==> config.mk <==
export PLATFORM = sky130hd
export DESIGN_NAME = tl_rx_credit_tracker
export DESIGN_NICKNAME = d
export VERILOG_FILES = /design/src/rtl/tl_rx_credit_tracker.sv
export SDC_FILE = /design/constraint.sdc
export NUM_CORES = 1
export LEC_CHECK = 0
export ABC_AREA = 1
export CAP_MARGIN = 20
export CORE_AREA = 5 5 277 279
export CTS_CLUSTER_SIZE = 8
export DETAILED_ROUTE_END_ITERATION = 10
export DIE_AREA = 0 0 282 284
export PLACE_DENSITY_LB_ADDON = 0.08
export SLEW_MARGIN = 40
export SYNTH_ARGS = -nofsm -noshare
export SYNTH_HDL_FRONTEND = slang
export SYNTH_SLANG_ARGS = --single-unit
==> constraint.sdc <==
create_clock -name clk -period 26.4 [get_ports clk]
set_input_delay 3.96 -clock clk [delete_from_list [all_inputs] [get_ports clk]]
set_output_delay 3.96 -clock clk [all_outputs]
set_load 0.02 [all_outputs]
==> src/rtl/tl_rx_credit_tracker.sv <==
// tl_rx_credit_tracker: receive-side TLP beat sequencer with cumulative credit-consumed counters.
// Checks the header/data/done beat order for posted, non-posted and completion TLPs. A TLP that
// completes normally adds its credits. A TLP with a protocol error is dropped without credit.
// Optional macro TL_RX_ERR_CNT_EN enables the saturating error counter driven on err_cnt_o.
module tl_rx_credit_tracker #(
  parameter int unsigned PIPE_DATA_WIDTH  = 256,
  parameter int unsigned CREDIT_DEPTH     = 12,
  parameter int unsigned MAX_PAYLOAD_SIZE = 128
) (
  input  logic                       clk,
  input  logic                       rst,
  input  logic [PIPE_DATA_WIDTH-1:0] tlp_i,
  input  logic [2:0]                 req_i,
  output logic                       hdr_valid_o,
  output logic [127:0]               hdr_o,
  output logic [1:0]                 hdr_class_o,
  output logic                       data_valid_o,
  output logic [PIPE_DATA_WIDTH-1:0] data_o,
  output logic                       tlp_done_o,
  output logic [CREDIT_DEPTH-1:0]    cc_ph_o,
  output logic [CREDIT_DEPTH-1:0]    cc_pd_o,
  output logic [CREDIT_DEPTH-1:0]    cc_nh_o,
  output logic [CREDIT_DEPTH-1:0]    cc_ch_o,
  output logic [CREDIT_DEPTH-1:0]    cc_cd_o,
  output logic                       err_o,
  output logic [1:0]                 err_code_o,
  output logic [7:0]                 err_cnt_o
);

  localparam logic [2:0] ReqIdle    = 3'd0;
  localparam logic [2:0] ReqPHdr    = 3'd1;
  localparam logic [2:0] ReqPData   = 3'd2;
  localparam logic [2:0] ReqNpHdr   = 3'd3;
  localparam logic [2:0] ReqCplHdr  = 3'd5;
  localparam logic [2:0] ReqCplData = 3'd6;
  localparam logic [2:0] ReqDone    = 3'd7;

  localparam logic [1:0] ClsP   = 2'd0;
  localparam logic [1:0] ClsNp  = 2'd1;
  localparam logic [1:0] ClsCpl = 2'd2;

  localparam logic [1:0] ErrNone     = 2'd0;
  localparam logic [1:0] ErrSeq      = 2'd1;
  localparam logic [1:0] ErrClass    = 2'd2;
  localparam logic [1:0] ErrOversize = 2'd3;

  localparam logic [CREDIT_DEPTH-1:0] CcOne = 1;

  typedef enum logic [1:0] {
    S_IDLE,
    S_DATA,
    S_WAIT_DONE,
    S_DROP
  } state_e;

  state_e                      state_q, state_d;
  logic                        hdr_valid_q, hdr_valid_d;
  logic [127:0]                hdr_q, hdr_d;
  logic [1:0]                  cls_q, cls_d;
  logic                        data_valid_q, data_valid_d;
  logic [PIPE_DATA_WIDTH-1:0]  data_q, data_d;
  logic                        tlp_done_q, tlp_done_d;
  logic                        err_q, err_d;
  logic [1:0]                  err_code_q, err_code_d;
  logic [7:0]                  beats_left_q, beats_left_d;
  logic [8:0]                  credits_q, credits_d;
  logic                        with_data_q, with_data_d;
  logic [CREDIT_DEPTH-1:0]     cc_ph_q, cc_ph_d;
  logic [CREDIT_DEPTH-1:0]     cc_pd_q, cc_pd_d;
  logic [CREDIT_DEPTH-1:0]     cc_nh_q, cc_nh_d;
  logic [CREDIT_DEPTH-1:0]     cc_ch_q, cc_ch_d;
  logic [CREDIT_DEPTH-1:0]     cc_cd_q, cc_cd_d;

  logic [9:0]  len_raw;
  logic [10:0] len_dw;
  logic [12:0] len_bytes;
  logic        has_data;
  logic        oversize;
  logic [7:0]  hdr_beats;
  logic [8:0]  hdr_credits;
  logic        req_is_hdr;
  logic        req_is_data;
  logic [1:0]  req_hdr_cls;
  logic [1:0]  req_data_cls;

  // Header field decode and beat-code classification for the current input beat.
  always_comb begin
    len_raw     = tlp_i[9:0];
    // A Length field of zero encodes 1024 DW.
    len_dw      = (len_raw == 10'd0) ? 11'd1024 : {1'b0, len_raw};
    len_bytes   = {len_dw, 2'b00};
    has_data    = tlp_i[30];
    oversize    = has_data && (32'(len_bytes) > MAX_PAYLOAD_SIZE);
    // 8 DW fit in one 256-bit beat; one data credit covers 4 DW.
    hdr_beats   = 8'((len_dw + 11'd7) >> 3);
    hdr_credits = 9'((len_dw + 11'd3) >> 2);

    req_is_hdr  = 1'b0;
    req_hdr_cls = ClsP;
    case (req_i)
      ReqPHdr:   begin req_is_hdr = 1'b1; req_hdr_cls = ClsP;   end
      ReqNpHdr:  begin req_is_hdr = 1'b1; req_hdr_cls = ClsNp;  end
      ReqCplHdr: begin req_is_hdr = 1'b1; req_hdr_cls = ClsCpl; end
      default:   ;
    endcase
    req_is_data  = (req_i == ReqPData) || (req_i == ReqCplData);
    req_data_cls = (req_i == ReqCplData) ? ClsCpl : ClsP;
  end

  // Sequencing FSM: steers each beat to the outputs, flags errors and commits credits.
  always_comb begin
    state_d      = state_q;
    hdr_valid_d  = 1'b0;
    hdr_d        = hdr_q;
    cls_d        = cls_q;
    data_valid_d = 1'b0;
    data_d       = data_q;
    tlp_done_d   = 1'b0;
    err_d        = 1'b0;
    err_code_d   = ErrNone;
    beats_left_d = beats_left_q;
    credits_d    = credits_q;
    with_data_d  = with_data_q;
    cc_ph_d      = cc_ph_q;
    cc_pd_d      = cc_pd_q;
    cc_nh_d      = cc_nh_q;
    cc_ch_d      = cc_ch_q;
    cc_cd_d      = cc_cd_q;

    unique case (state_q)
      S_IDLE: begin
        if (req_is_hdr) begin
          if (oversize) begin
            err_d      = 1'b1;
            err_code_d = ErrOversize;
            state_d    = S_DROP;
          end else if ((req_hdr_cls == ClsNp) && has_data) begin
            err_d      = 1'b1;
            err_code_d = ErrClass;
            state_d    = S_DROP;
          end else begin
            hdr_valid_d  = 1'b1;
            hdr_d        = tlp_i[127:0];
            cls_d        = req_hdr_cls;
            beats_left_d = hdr_beats;
            credits_d    = hdr_credits;
            with_data_d  = has_data;
            state_d      = has_data ? S_DATA : S_WAIT_DONE;
          end
        end else if (req_i != ReqIdle) begin
          err_d      = 1'b1;
          err_code_d = ErrSeq;
        end
      end

      S_DATA: begin
        if (req_is_data) begin
          if (req_data_cls == cls_q) begin
            data_valid_d = 1'b1;
            data_d       = tlp_i;
            beats_left_d = beats_left_q - 8'd1;
            if (beats_left_q == 8'd1) begin
              state_d = S_WAIT_DONE;
            end
          end else begin
            err_d      = 1'b1;
            err_code_d = ErrClass;
            state_d    = S_DROP;
          end
        end else if (req_i != ReqIdle) begin
          err_d      = 1'b1;
          err_code_d = ErrSeq;
          state_d    = S_DROP;
        end
      end

      S_WAIT_DONE: begin
        if (req_i == ReqDone) begin
          tlp_done_d = 1'b1;
          state_d    = S_IDLE;
          case (cls_q)
            ClsP: begin
              cc_ph_d = cc_ph_q + CcOne;
              if (with_data_q) begin
                cc_pd_d = cc_pd_q + CREDIT_DEPTH'(credits_q);
              end
            end
            ClsNp: cc_nh_d = cc_nh_q + CcOne;
            ClsCpl: begin
              cc_ch_d = cc_ch_q + CcOne;
              if (with_data_q) begin
                cc_cd_d = cc_cd_q + CREDIT_DEPTH'(credits_q);
              end
            end
            default: ;
          endcase
        end else if (req_i != ReqIdle) begin
          err_d      = 1'b1;
          err_code_d = ErrSeq;
          state_d    = S_DROP;
        end
      end

      S_DROP: begin
        // Beats are discarded silently until the TLP boundary.
        if (req_i == ReqDone) begin
          state_d = S_IDLE;
        end
      end

      default: state_d = S_IDLE;
    endcase
  end

  // State, output and credit registers; reset clears everything asynchronously.
  always_ff @(posedge clk or posedge rst) begin
    if (rst) begin
      state_q      <= S_IDLE;
      hdr_valid_q  <= 1'b0;
      hdr_q        <= '0;
      cls_q        <= ClsP;
      data_valid_q <= 1'b0;
      data_q       <= '0;
      tlp_done_q   <= 1'b0;
      err_q        <= 1'b0;
      err_code_q   <= ErrNone;
      beats_left_q <= '0;
      credits_q    <= '0;
      with_data_q  <= 1'b0;
      cc_ph_q      <= '0;
      cc_pd_q      <= '0;
      cc_nh_q      <= '0;
      cc_ch_q      <= '0;
      cc_cd_q      <= '0;
    end else begin
      state_q      <= state_d;
      hdr_valid_q  <= hdr_valid_d;
      hdr_q        <= hdr_d;
      cls_q        <= cls_d;
      data_valid_q <= data_valid_d;
      data_q       <= data_d;
      tlp_done_q   <= tlp_done_d;
      err_q        <= err_d;
      err_code_q   <= err_code_d;
      beats_left_q <= beats_left_d;
      credits_q    <= credits_d;
      with_data_q  <= with_data_d;
      cc_ph_q      <= cc_ph_d;
      cc_pd_q      <= cc_pd_d;
      cc_nh_q      <= cc_nh_d;
      cc_ch_q      <= cc_ch_d;
      cc_cd_q      <= cc_cd_d;
    end
  end

`ifdef TL_RX_ERR_CNT_EN
  logic [7:0] err_cnt_q, err_cnt_d;

  // Saturating count of flagged protocol errors, updated with the err_o pulse.
  always_comb begin
    err_cnt_d = err_cnt_q;
    if (err_d && (err_cnt_q != 8'hFF)) begin
      err_cnt_d = err_cnt_q + 8'd1;
    end
  end

  // Error counter register.
  always_ff @(posedge clk or posedge rst) begin
    if (rst) begin
      err_cnt_q <= 8'h00;
    end else begin
      err_cnt_q <= err_cnt_d;
    end
  end

  assign err_cnt_o = err_cnt_q;
`else
  assign err_cnt_o = 8'h00;
`endif

  assign hdr_valid_o  = hdr_valid_q;
  assign hdr_o        = hdr_q;
  assign hdr_class_o  = cls_q;
  assign data_valid_o = data_valid_q;
  assign data_o       = data_q;
  assign tlp_done_o   = tlp_done_q;
  assign cc_ph_o      = cc_ph_q;
  assign cc_pd_o      = cc_pd_q;
  assign cc_nh_o      = cc_nh_q;
  assign cc_ch_o      = cc_ch_q;
  assign cc_cd_o      = cc_cd_q;
  assign err_o        = err_q;
  assign err_code_o   = err_code_q;

endmodule
==> out/metrics.yaml <==
floorplanning:
  rows: 100
  dieArea_um2: 80100
  coreArea_um2: 73900
  design.portCount: 721
  die_w_um: 282
  start_util: 0.268
  die_h_um: 284
worst_hold_path:
  min_path_type: "reg -> reg"
  hold_path_depth: 2
finish:
  fillerInstances: 7361
  drive_above_1_share: 0.0482
  syn_to_final_growth_pct: 49.8
  design_area_um2: 29700
  final_util: 0.401
  nNetsFinal: 3200
global_route:
  grt_max_degree: 139
  grt_pass1_wl_mm: 116
  track_usage: 0.192
  grt.overflow.total: 0
  grt_pass1_vias: 17500
  antenna_found_initial: 14
detailed_routing:
  wl_mm: 78.9
  drtAntennaViolNets: 0
  drtIter0Drc: 852
  vias_per_cell: 4.35
  drc: 0
  vias: 17000
  wl_per_cell_um: 20.2
  drt_pass1_iterations: 5
clock_network:
  cts_made_buffers: 69
  cts_hold_buf: 0
  post_cts_buffers: 0
  cts-root-buf: "clkbuf_16"
  cts.sinks: 471
  clock_path_buffers: 3
  insertion_delay_ns: 0.58
  cts_max_level: 3
  clk_pin_slew_ns: 0.05
  post_cts_resized: 0
  cts_tree: "done"
place:
  place_hpwl_mm: 59.4
  port_buffers: 712
  routabilityCongestion: 0.871
  place_area_um2: 27800
  pre_cts_ws_ns: 18.53
sta:
  finalCritPeriodShare: 0.254
  drv_slew: 0
  worst_slack_ns: 19.69
  min_period_ns: 6.71
  slew_headroom: 0.477
  rsz0062_at_grt: "false"
  fmax_mhz: 149
  setup-violations-final: 0
  finalHoldViolations: 0
  fin_skew_ns: 0.0182
  tightest_slew_ns: 0.785
  finalSetupTns_ns: 0
synth:
  yosysMostFrequentCell: "nand2_1"
  synth_enable_flop_cells: 0
  ys_seq_area_frac: 0.595
  synth_area_leaders: "dfrtp_1, nand2_1, o21ai_0"
  avgSynthCellArea_um2: 8.97
  synth.cell_area_um2: 19800
  synth_cell_types: 38
  async_reset_ff_frac: 1.00
  syn_inst: 2210
  ys_ff_latch: 471
  synth_largest_area_cell: "dfrtp_1"
  netlist.area_leader.share: 0.595
  synth_ff_type: "dfrtp_1"
  synth_top_cells_by_count: "nand2_1, dfrtp_1, inv_1, o21ai_0, o21ai_1"
  yosys_warnings: 0
power:
  power_density_nw_per_um2: 125
  p_leak_nw: 14.3
  totalPowerFinal_w: 0.00369
  vdd_drop_max_mv: 0.0692
setup_path:
  critical_path_arrival_ns: 7.13
  worst_setup_path_start_kind: "input port"
  critPathMaxFanout: 125
  criticalPathCategory: "in -> reg"
  reg2regPathDepth: 8
  crit_required_ns: 26.82
  crit_path_end_kind: "flop"
flow_run:
  cap_violations: 0
status:
  status: "complete, no violations"
logic make-up after synthesis:
| kind of cell | synth area share |
|---|---|
| muxes | 0.00114 |
| other | 0.000189 |
| DFF | 0.595 |
| xor gates and xnor gates | 0.0190 |
| buffers and inverters | 0.0716 |
| adders and majority gates | 0.0165 |
| AOI/OAI and AO/OA | 0.0881 |
| and+or+nand+nor | 0.209 |
metrics by stage:
stage	hold slack [ns]	cells
floorplan	0.464	2217
global placement	0.461	3809
detailed placement	0.464	3811
CTS	0.478	3891
global route	0.490	3896
finish	0.473	3900
worst max-delay path: stages:
cell and delay [ns]:
clkdlybuf4s50_1 0.44, nor2_1 0.29, nand2_2 0.14, nor2_2 0.16, nor2_2 0.07, nand3_2 0.08
nand2_2 0.10, nand2_8 0.50, buf_6 0.55, buf_6 0.57, o21ai_0 0.16
per-layer routing:
metal | track usage | vias up | routed length, µm
met5 | 0 | - | 69
met4 | 0.0494 | 10 | 1470
met3 | 0.0726 | 86 | 7040
met2 | 0.332 | 561 | 39800
met1 | 0.223 | 8016 | 30600
li1 | - | 8297 | -
registers in the layout, summed over array words and instances, names as in the netlist, 8 cells and up:
register,cells
cc_cd_o,12
cc_ch_o,12
data_o,256
cc_nh_o,12
cc_pd_o,12
hdr_o,128
credits_q,9
beats_left_q,8
cc_ph_o,12
worst paths after layout:
check	start	to	slack (ns)
hold / removal	data_o[251]$_DFFE_PP0P_	data_o[251]$_DFFE_PP0P_	0.47
max in group asynchronous	rst	data_o[1]$_DFFE_PP0P_	20.77
hold reg to reg	data_o[251]$_DFFE_PP0P_	data_o[251]$_DFFE_PP0P_	0.47
min in group asynchronous	rst	data_o[75]$_DFFE_PP0P_	3.95
setup reg to reg	state_q[0]$_DFFE_PP0P_	data_o[129]$_DFFE_PP0P_	22.95
setup / recovery	tlp_i[0]	hdr_o[70]$_DFFE_PP0P_	19.69
cells in the final DEF (no fill, tap or decap), drive strengths merged, types with 3 or more instances in the layout:
cell / Yosys / routed
nor2: 60 / 60
inv: 212 / 212
a21oi: 14 / 14
xnor2: 15 / 15
nand3: 62 / 62
o21bai: 5 / 5
xor2: 28 / 28
nand2: 872 / 872
ha: 23 / 23
buf: 79 / 13
diode: 0 / 8
a21boi: 3 / 3
clkbuf: 20 / 76
nor3: 11 / 11
dfrtp: 471 / 471
clkinv: 0 / 4
o21ai: 293 / 293
nand3b: 3 / 3
conb: 1 / 8
nand4: 24 / 24
clkdlybuf4s50: 0 / 712
cell type report:
| type | count | area (µm²) | share of cell area |
|---|---|---|---|
| clock buffer | 76 | 1800 | 0.0608 |
| multi-input combinational | 1435 | 6660 | 0.224 |
| tap | 969 | 1210 | 0.0409 |
| timing repair buffer | 725 | 7320 | 0.247 |
| sequential | 471 | 11800 | 0.397 |
| inverter | 212 | 813 | 0.0274 |
| antenna | 8 | 20.0 | 0.000675 |
| clock inverter | 4 | 57.6 | 0.00194 |
report_power, final:
part | internal (W) | switching (W) | total [W]
Sequential | 0.00104 | 0.000205 | 0.00124
Combinational | 0.000717 | 0.000939 | 0.00166
Clock | 0.000478 | 0.000317 | 0.000795
(Power assumes the default switching activity.)
